### config.mk
export PLATFORM = sky130hd
export DESIGN_NAME = i2c_slave_responder_flat
export DESIGN_NICKNAME = d
export VERILOG_FILES = /design/src/rtl/i2c_slave_responder_pkg.sv /design/src/rtl/i2c_slave_responder_if.sv /design/src/rtl/i2c_slave_responder_sync_edge.sv /design/src/rtl/i2c_slave_responder.sv /design/src/flat_wrapper.sv
export SDC_FILE = /design/constraint.sdc
export NUM_CORES = 1
export LEC_CHECK = 0
export CAP_MARGIN = 10
export CORE_MARGIN = 2
export CORE_UTILIZATION = 31
export CTS_CLUSTER_DIAMETER = 30
export DETAILED_ROUTE_END_ITERATION = 8
export PLACE_DENSITY = 0.52
export SLEW_MARGIN = 20
export SYNTH_ARGS = -nofsm -noshare
export SYNTH_HDL_FRONTEND = slang
export SYNTH_SLANG_ARGS = --single-unit
### constraint.sdc
create_clock -name WB_CLK_I -period 3.5 [get_ports WB_CLK_I]
set_input_delay 0.7 -clock WB_CLK_I [delete_from_list [all_inputs] [get_ports WB_CLK_I]]
set_output_delay 0.7 -clock WB_CLK_I [all_outputs]
set_load 0.005 [all_outputs]
### src/rtl/i2c_slave_responder_pkg.sv
// rtl/i2c_slave_responder_pkg.sv - shared types and constants for the I2C slave responder
//
// Package i2c_slv_pkg
//   state_t          : protocol FSM states
//   ACK / NACK       : SDA levels for the acknowledge slot (also the output-enable value)
//   DEFAULT_SLV_ADDR : 7-bit address answered when not overridden
//   addr_match()     : compares a received address byte against a 7-bit address

package i2c_slv_pkg;

  typedef enum logic [3:0] {
    ST_IDLE,
    ST_ADDR,
    ST_ADDR_ACK,
    ST_PTR,
    ST_PTR_ACK,
    ST_WR_BYTE,
    ST_WR_ACK,
    ST_RD_BYTE,
    ST_RD_ACK,
    ST_WAIT_STOP
  } state_t;

  localparam logic ACK  = 1'b0;
  localparam logic NACK = 1'b1;

  localparam logic [6:0] DEFAULT_SLV_ADDR = 7'h50;

  // Address byte carries the R/W flag in bit 0.
  function automatic logic addr_match(input logic [7:0] addr_byte, input logic [6:0] addr);
    return addr_byte[7:1] == addr;
  endfunction

endpackage

### src/rtl/i2c_slave_responder_if.sv
// rtl/i2c_slave_responder_if.sv - pad and write-strobe bundle of the I2C slave responder
//
// Parameter AW : width of WR_ADDR_O (log2 of register-file depth)
// Signals
//   SCL_PAD_I, SDA_PAD_I       : resolved bus levels
//   SCL_PAD_O, SCL_PADOEN_O    : SCL pad driver (never enabled)
//   SDA_PAD_O, SDA_PADOEN_O    : SDA open-drain driver, OEN=0 pulls low
//   BUSY_O                     : transaction in progress
//   WR_STB_O, WR_ADDR_O, WR_DATA_O : one-cycle notification of each stored byte
// Modports: slave (the responder), master (bus/host side)

interface i2c_slave_responder_if #(
  parameter int AW = 4
);

  logic          SCL_PAD_I;
  logic          SDA_PAD_I;
  logic          SCL_PAD_O;
  logic          SCL_PADOEN_O;
  logic          SDA_PAD_O;
  logic          SDA_PADOEN_O;
  logic          BUSY_O;
  logic          WR_STB_O;
  logic [AW-1:0] WR_ADDR_O;
  logic [7:0]    WR_DATA_O;

  modport slave (
    input  SCL_PAD_I, SDA_PAD_I,
    output SCL_PAD_O, SCL_PADOEN_O, SDA_PAD_O, SDA_PADOEN_O,
    output BUSY_O, WR_STB_O, WR_ADDR_O, WR_DATA_O
  );

  modport master (
    output SCL_PAD_I, SDA_PAD_I,
    input  SCL_PAD_O, SCL_PADOEN_O, SDA_PAD_O, SDA_PADOEN_O,
    input  BUSY_O, WR_STB_O, WR_ADDR_O, WR_DATA_O
  );

endinterface

### src/rtl/i2c_slave_responder_sync_edge.sv
// rtl/i2c_slave_responder_sync_edge.sv - two-flop synchronizer with edge detect for one bus line
//
// Ports
//   clk, rst_n : system clock, asynchronous active-low reset
//   line_in    : asynchronous bus level
//   level      : synchronized level
//   rise, fall : one-cycle pulses on synchronized transitions

module i2c_slv_sync_edge (
  input  logic clk,
  input  logic rst_n,
  input  logic line_in,
  output logic level,
  output logic rise,
  output logic fall
);

  logic meta;
  logic sync;
  logic hist;

  // Reset to 1 so an idle (pulled-up) bus produces no edge after reset.
  always_ff @(posedge clk or negedge rst_n) begin
    if (!rst_n) begin
      meta <= 1'b1;
      sync <= 1'b1;
      hist <= 1'b1;
    end else begin
      meta <= line_in;
      sync <= meta;
      hist <= sync;
    end
  end

  assign level = sync;
  assign rise  = sync & ~hist;
  assign fall  = ~sync & hist;

endmodule

### src/rtl/i2c_slave_responder.sv
// rtl/i2c_slave_responder.sv - I2C slave with pointer-addressed 8-bit register file
//
// Parameters
//   SLV_ADDR  : 7-bit bus address answered
//   MEM_DEPTH : number of 8-bit registers (power of two)
// Ports
//   WB_CLK_I  : system clock (rising edge)
//   ARST_I    : asynchronous active-low reset
//   bus       : pad / status / write-strobe bundle (slave modport)

module i2c_slave_responder
  import i2c_slv_pkg::*;
#(
  parameter logic [6:0] SLV_ADDR  = DEFAULT_SLV_ADDR,
  parameter int         MEM_DEPTH = 16
) (
  input  logic                  WB_CLK_I,
  input  logic                  ARST_I,
  i2c_slave_responder_if.slave  bus
);

  localparam int AW = $clog2(MEM_DEPTH);

  logic scl_lvl, scl_rise, scl_fall;
  logic sda_lvl, sda_rise, sda_fall;

  i2c_slv_sync_edge u_scl_sync (
    .clk     (WB_CLK_I),
    .rst_n   (ARST_I),
    .line_in (bus.SCL_PAD_I),
    .level   (scl_lvl),
    .rise    (scl_rise),
    .fall    (scl_fall)
  );

  i2c_slv_sync_edge u_sda_sync (
    .clk     (WB_CLK_I),
    .rst_n   (ARST_I),
    .line_in (bus.SDA_PAD_I),
    .level   (sda_lvl),
    .rise    (sda_rise),
    .fall    (sda_fall)
  );

  state_t        state;
  logic [3:0]    bit_cnt;
  logic [7:0]    shreg;
  logic [AW-1:0] ptr;
  logic          rw;
  logic          ack_bit;
  logic          sda_oen;
  logic          busy;
  logic          wr_stb;
  logic [AW-1:0] wr_addr;
  logic [7:0]    wr_data;

  logic [7:0]    mem [MEM_DEPTH];
  logic [7:0]    mem_rd;
  logic [7:0]    mem_nxt;
  logic [7:0]    next_byte;
  logic          start_det;
  logic          stop_det;

  assign start_det = sda_fall & scl_lvl;
  assign stop_det  = sda_rise & scl_lvl;
  assign next_byte = {shreg[6:0], sda_lvl};
  assign mem_rd    = mem[ptr];
  assign mem_nxt   = mem[ptr + AW'(1)];

  // Register file has no reset; it is written one cycle after the strobe is raised.
  always_ff @(posedge WB_CLK_I) begin
    if (wr_stb) begin
      mem[wr_addr] <= wr_data;
    end
  end

  // Acknowledge slots use bit_cnt as a phase marker: 8 means the slot has not
  // opened yet (waiting for the SCL fall after the 8th bit), 0 means SDA is
  // being held for the 9th clock and the next fall closes the slot.
  always_ff @(posedge WB_CLK_I or negedge ARST_I) begin
    if (!ARST_I) begin
      state   <= ST_IDLE;
      bit_cnt <= '0;
      shreg   <= '0;
      ptr     <= '0;
      rw      <= 1'b0;
      ack_bit <= NACK;
      sda_oen <= 1'b1;
      busy    <= 1'b0;
      wr_stb  <= 1'b0;
      wr_addr <= '0;
      wr_data <= '0;
    end else begin
      wr_stb <= 1'b0;
      // Bus conditions take priority over any SCL edge in the same cycle.
      if (start_det) begin
        state   <= ST_ADDR;
        bit_cnt <= '0;
        busy    <= 1'b1;
        sda_oen <= 1'b1;
      end else if (stop_det) begin
        state   <= ST_IDLE;
        bit_cnt <= '0;
        busy    <= 1'b0;
        sda_oen <= 1'b1;
      end else begin
        case (state)
          ST_IDLE: begin
            sda_oen <= 1'b1;
          end

          ST_ADDR: begin
            if (scl_rise) begin
              shreg   <= next_byte;
              bit_cnt <= bit_cnt + 4'd1;
              if (bit_cnt == 4'd7) begin
                if (addr_match(next_byte, SLV_ADDR)) begin
                  state <= ST_ADDR_ACK;
                  rw    <= sda_lvl;
                end else begin
                  state <= ST_WAIT_STOP;
                  busy  <= 1'b0;
                end
              end
            end
          end

          ST_ADDR_ACK: begin
            if (scl_fall) begin
              if (bit_cnt == 4'd8) begin
                sda_oen <= ACK;
                bit_cnt <= '0;
              end else if (rw) begin
                state   <= ST_RD_BYTE;
                shreg   <= mem_rd;
                sda_oen <= mem_rd[7];
              end else begin
                state   <= ST_PTR;
                sda_oen <= 1'b1;
              end
            end
          end

          ST_PTR: begin
            if (scl_rise) begin
              shreg   <= next_byte;
              bit_cnt <= bit_cnt + 4'd1;
              if (bit_cnt == 4'd7) begin
                ptr   <= next_byte[AW-1:0];
                state <= ST_PTR_ACK;
              end
            end
          end

          ST_WR_BYTE: begin
            if (scl_rise) begin
              shreg   <= next_byte;
              bit_cnt <= bit_cnt + 4'd1;
              if (bit_cnt == 4'd7) begin
                wr_stb  <= 1'b1;
                wr_addr <= ptr;
                wr_data <= next_byte;
                ptr     <= ptr + AW'(1);
                state   <= ST_WR_ACK;
              end
            end
          end

          ST_PTR_ACK, ST_WR_ACK: begin
            if (scl_fall) begin
              if (bit_cnt == 4'd8) begin
                sda_oen <= ACK;
                bit_cnt <= '0;
              end else begin
                sda_oen <= 1'b1;
                state   <= ST_WR_BYTE;
              end
            end
          end

          ST_RD_BYTE: begin
            if (scl_rise) begin
              bit_cnt <= bit_cnt + 4'd1;
            end else if (scl_fall) begin
              if (bit_cnt == 4'd8) begin
                sda_oen <= 1'b1;
                bit_cnt <= '0;
                state   <= ST_RD_ACK;
              end else begin
                // shreg[7] is on the bus; present the next bit.
                shreg   <= {shreg[6:0], 1'b0};
                sda_oen <= shreg[6];
              end
            end
          end

          ST_RD_ACK: begin
            if (scl_rise) begin
              ack_bit <= sda_lvl;
              bit_cnt <= 4'd1;
            end else if (scl_fall && bit_cnt == 4'd1) begin
              bit_cnt <= '0;
              if (ack_bit == ACK) begin
                ptr     <= ptr + AW'(1);
                shreg   <= mem_nxt;
                sda_oen <= mem_nxt[7];
                state   <= ST_RD_BYTE;
              end else begin
                sda_oen <= 1'b1;
                state   <= ST_WAIT_STOP;
              end
            end
          end

          ST_WAIT_STOP: begin
            sda_oen <= 1'b1;
          end

          default: begin
            state   <= ST_IDLE;
            sda_oen <= 1'b1;
          end
        endcase
      end
    end
  end

  assign bus.SCL_PAD_O    = 1'b0;
  assign bus.SCL_PADOEN_O = 1'b1;
  assign bus.SDA_PAD_O    = 1'b0;
  assign bus.SDA_PADOEN_O = sda_oen;
  assign bus.BUSY_O       = busy;
  assign bus.WR_STB_O     = wr_stb;
  assign bus.WR_ADDR_O    = wr_addr;
  assign bus.WR_DATA_O    = wr_data;

endmodule

### src/flat_wrapper.sv
// flat-port wrapper written by rule: the top's interface ports become plain ports
module i2c_slave_responder_flat import i2c_slv_pkg::*;
#(
  parameter logic [6:0] SLV_ADDR  = DEFAULT_SLV_ADDR,
  parameter int         MEM_DEPTH = 16
)
  (WB_CLK_I, ARST_I, bus_SCL_PAD_I, bus_SDA_PAD_I, bus_SCL_PAD_O, bus_SCL_PADOEN_O, bus_SDA_PAD_O, bus_SDA_PADOEN_O, bus_BUSY_O, bus_WR_STB_O, bus_WR_ADDR_O, bus_WR_DATA_O);
  i2c_slave_responder_if #(.AW(4)) bus_i ();
  input  logic WB_CLK_I;
  input  logic ARST_I;
  input wire logic [$bits(bus_i.SCL_PAD_I)-1:0] bus_SCL_PAD_I;
  input wire logic [$bits(bus_i.SDA_PAD_I)-1:0] bus_SDA_PAD_I;
  output wire logic [$bits(bus_i.SCL_PAD_O)-1:0] bus_SCL_PAD_O;
  output wire logic [$bits(bus_i.SCL_PADOEN_O)-1:0] bus_SCL_PADOEN_O;
  output wire logic [$bits(bus_i.SDA_PAD_O)-1:0] bus_SDA_PAD_O;
  output wire logic [$bits(bus_i.SDA_PADOEN_O)-1:0] bus_SDA_PADOEN_O;
  output wire logic [$bits(bus_i.BUSY_O)-1:0] bus_BUSY_O;
  output wire logic [$bits(bus_i.WR_STB_O)-1:0] bus_WR_STB_O;
  output wire logic [$bits(bus_i.WR_ADDR_O)-1:0] bus_WR_ADDR_O;
  output wire logic [$bits(bus_i.WR_DATA_O)-1:0] bus_WR_DATA_O;
  assign bus_i.SCL_PAD_I = bus_SCL_PAD_I;
  assign bus_i.SDA_PAD_I = bus_SDA_PAD_I;
  assign bus_SCL_PAD_O = bus_i.SCL_PAD_O;
  assign bus_SCL_PADOEN_O = bus_i.SCL_PADOEN_O;
  assign bus_SDA_PAD_O = bus_i.SDA_PAD_O;
  assign bus_SDA_PADOEN_O = bus_i.SDA_PADOEN_O;
  assign bus_BUSY_O = bus_i.BUSY_O;
  assign bus_WR_STB_O = bus_i.WR_STB_O;
  assign bus_WR_ADDR_O = bus_i.WR_ADDR_O;
  assign bus_WR_DATA_O = bus_i.WR_DATA_O;
  i2c_slave_responder #(.SLV_ADDR(SLV_ADDR), .MEM_DEPTH(MEM_DEPTH)) u_core (.WB_CLK_I(WB_CLK_I), .ARST_I(ARST_I), .bus(bus_i));
endmodule
==> run summary <==
Switching fraction of total power - 34.9%
Setup CP Type - reg2reg
Fraction of the mapped netlist area in adder cells - 0.587%
Largest net degree at the start of global routing - 68
Min-Delay Path Class - in2async
Vias per inst - 5.57
Max cap viols - 0
Die X - 170 um
Post-synthesis mux area share - 25.1%
Routed wire length - 22100 um
CTS clk-pin slew, worst paths - 70 ps
Synth cell types - 69
Cell taking the most area after synthesis - edfxtp_1
Largest family of logic cells by synthesized area - multiplexers
Dpl cell area - 0.00921 mm2
Die H - 170 um
Routed wire per std cell - 24.0 um
Antenna diode count - 0
CTS tree - done
Initial Util - 31.6%
WP data required - 3810 ps
Worst path arrival time - 3150 ps
Endpoint type of the worst setup path - flip-flop
Clock Tree Buf Depth - 2
Clk root buf - clkbuf_16
Logic pwr share - 34.8%
CTS resizes - 0
Worst-Skew Late Latency - 430 ps
Design area - 0.00983 mm2
Core ar. - 0.0270 mm2
VDD IR max - 0.000488 V
Gr usage total - 16.1%
CTS sink cnt - 170
Outcome - completed
Syn avg cell area - 16.0 um2
Max-slew headroom - 45.4%
Post-CTS Setup Repair Bufs - 0
First-pass GRT wire length - 34000 um
DR pass1 iterations - 5
Initial antenna violation count - 0
Async SR Flop Fraction - 24.7%
Seq pwr share - 36.1%
Worst Tran Pin Value - 815 ps
Worst setup margin - 663 ps
Die area - 0.0288 mm2
Final Skew - 13.0 ps
Post-Syn Instances - 532
Most used DFF post-synth - edfxtp_1
Final setup fails - 0
Post-Synth XOR/XNOR Area - 0.499%
Routability cong. - 0.893
First DRT Iteration DRCs - 603
Setup TNS - 0 ps
Switching power - 2.41 mW
Total vias in the final route - 5140
Startpoint types - flip-flop
IO buf count - 18
Layout cell share with drive strength beyond 1 - 27.7%
Area Growth Syn to Fin - 15.3%
EDFF count, synth - 128
Register bit total from synthesis - 170
Period minus WS final - 2840 ps
CTS Buf Count - 17
Peak Freq - 352 MHz
Simple-gate share of the synthesized area - 7.48%
Power per cell area - 701 mW/mm2
Synth top area cells - edfxtp_1, mux4_2, dfrtp_1, mux4_1, dfstp_2
Total power - 6.90 mW
CTS Hold Bufs - 0
Number of global-route vias before repair - 5368
Count of final max-slew check failures - 0
RSZ-0062 raised after global routing - no
Netlist Area Pre-Place - 0.00853 mm2
Final hold vios - 0
Std-Cell Rows - 60
Clock power share - 29.0%
Htree depth - 4
Antenna Violating Nets Remaining - 0
GRT Residual Overflow - 0
Final routed DRC violation total - 0
DPL Wire Length - 14800 um
Io pins - 22
CP max FO - 16
Flop-to-flop setup slack - 660 ps
Final period util - 81.1%
Leak pwr - 2.91 nW
Nets@finish - 576
Synth top area share - 45.1%
Cell Int Power - 4.49 mW
Ys Warns - 0
Synth Area in Compound Gates - 5.72%
Sequential cell area fraction in the yosys report - 57.5%
Pre-CTS setup slack - 611 ps
layer usage:
| layer | vias up | track usage, % | wire [um] |
|---|---|---|---|
| met4 | 0 | 5.17 | 425 |
| met5 | - | 0 | 0 |
| li1 | 2231 | - | - |
| met2 | 183 | 25.5 | 10500 |
| met1 | 2698 | 22.5 | 10000 |
| met3 | 28 | 2.93 | 1170 |
area by class of cell:
| cell class | count | area, um2 |
|---|---|---|
| Timing Repair Buffer | 55 | 469 |
| Clock buffer | 19 | 433 |
| Inverter | 6 | 22.5 |
| Multi-Input combinational cell | 318 | 3390 |
| Fill cell | 2527 | 17100 |
| Sequential cell | 170 | 4910 |
| Tap cell | 341 | 427 |
| Clock inverter | 13 | 185 |
cell usage in the layout (no fill, tap or decap), types with 4 or more instances in the layout:
master / synthesis / final
nand3_1: 4 / 4
nor2b_1: 6 / 6
mux4_1: 15 / 15
mux2_1: 12 / 12
a21oi_1: 24 / 24
mux4_2: 54 / 54
dfstp_2: 8 / 8
clkdlybuf4s50_1: 0 / 17
edfxtp_1: 128 / 128
nand3b_1: 4 / 4
nand2b_1: 10 / 10
nand2_1: 23 / 23
clkbuf_16: 0 / 17
mux2i_1: 15 / 15
nor4_1: 4 / 4
mux2_4: 5 / 5
nor2_1: 36 / 36
dfrtp_1: 34 / 33
mux2_2: 13 / 13
buf_4: 8 / 35
a221oi_1: 5 / 5
o21ai_1: 5 / 5
nor3_1: 10 / 9
o21ai_0: 10 / 10
a22oi_1: 4 / 4
inv_1: 6 / 6
logic make-up (layout without fill, tap and decap cells):
| kind of cell | Yosys count | count (layout) |
|---|---|---|
| flops | 170 | 170 |
| simple gates | 118 | 118 |
| mux | 115 | 115 |
| fa+ha+maj | 4 | 4 |
| compound gates | 74 | 74 |
| other cells | 2 | 3 |
| xor+xnor | 4 | 4 |
| buf+inv | 45 | 93 |
synth_stat cells, types with 6 or more instances:
cell,count
edfxtp_1,128
mux4_2,54
nor2_1,36
dfrtp_1,34
a21oi_1,24
nand2_1,23
buf_2,17
mux2i_1,15
mux4_1,15
mux2_2,13
mux2_1,12
nand2b_1,10
nor3_1,10
o21ai_0,10
buf_4,8
dfstp_2,8
clkbuf_1,6
inv_1,6
nor2b_1,6
critical path: stages, from the launching register on:
cell     delay (ps)
dfrtp_4         480
ha_2            560
buf_12          230
mux4_1          580
mux4_2          470
nand2_1          90
nand2_1          50
mux2_4          250
sequential cells by signal (all words and copies together), names as in the netlist, 4 cells and up:
name	flops
u_core.bus.WR_DATA_O	8
u_core.shreg	7
u_core.state	4
u_core.ptr	4
u_core.mem	128
u_core.bit_cnt	4
u_core.bus.WR_ADDR_O	4
worst paths after layout:
kind	start	end	cells past startpoint
max	u_core.ptr[0]	u_core.shreg[6]	7
min	ARST_I	u_core.bit_cnt[3]	1
max reg2reg	u_core.ptr[0]	u_core.shreg[6]	7
min reg2reg	u_core.u_sda_sync.meta	u_core.u_sda_sync.level	0
max in group asynchronous	ARST_I	u_core.u_sda_sync.meta	2
min in group WB_CLK_I	u_core.u_sda_sync.meta	u_core.u_sda_sync.level	0
metrics by stage:
step	std cells	hold WS, ps	utilization [%]
floorplan	533	345	-
global placement	890	350	34.2
detailed placement	890	349	34.2
CTS	922	359	36.5
global route	922	368	36.5
finish	922	342	36.5
power groups by stage:
stage / clock, mW / sequential (mW) / combinational, mW
final: 2.00 / 2.49 / 2.40
after detailed placement: 0 / 2.53 / 2.41
after CTS: 2.04 / 2.49 / 2.41
after global routing: 2.13 / 2.51 / 2.61
after floorplan: 0 / 2.37 / 1.92
after global placement: 0 / 2.53 / 2.38
No activity file was read; power rests on OpenSTA's default activity.
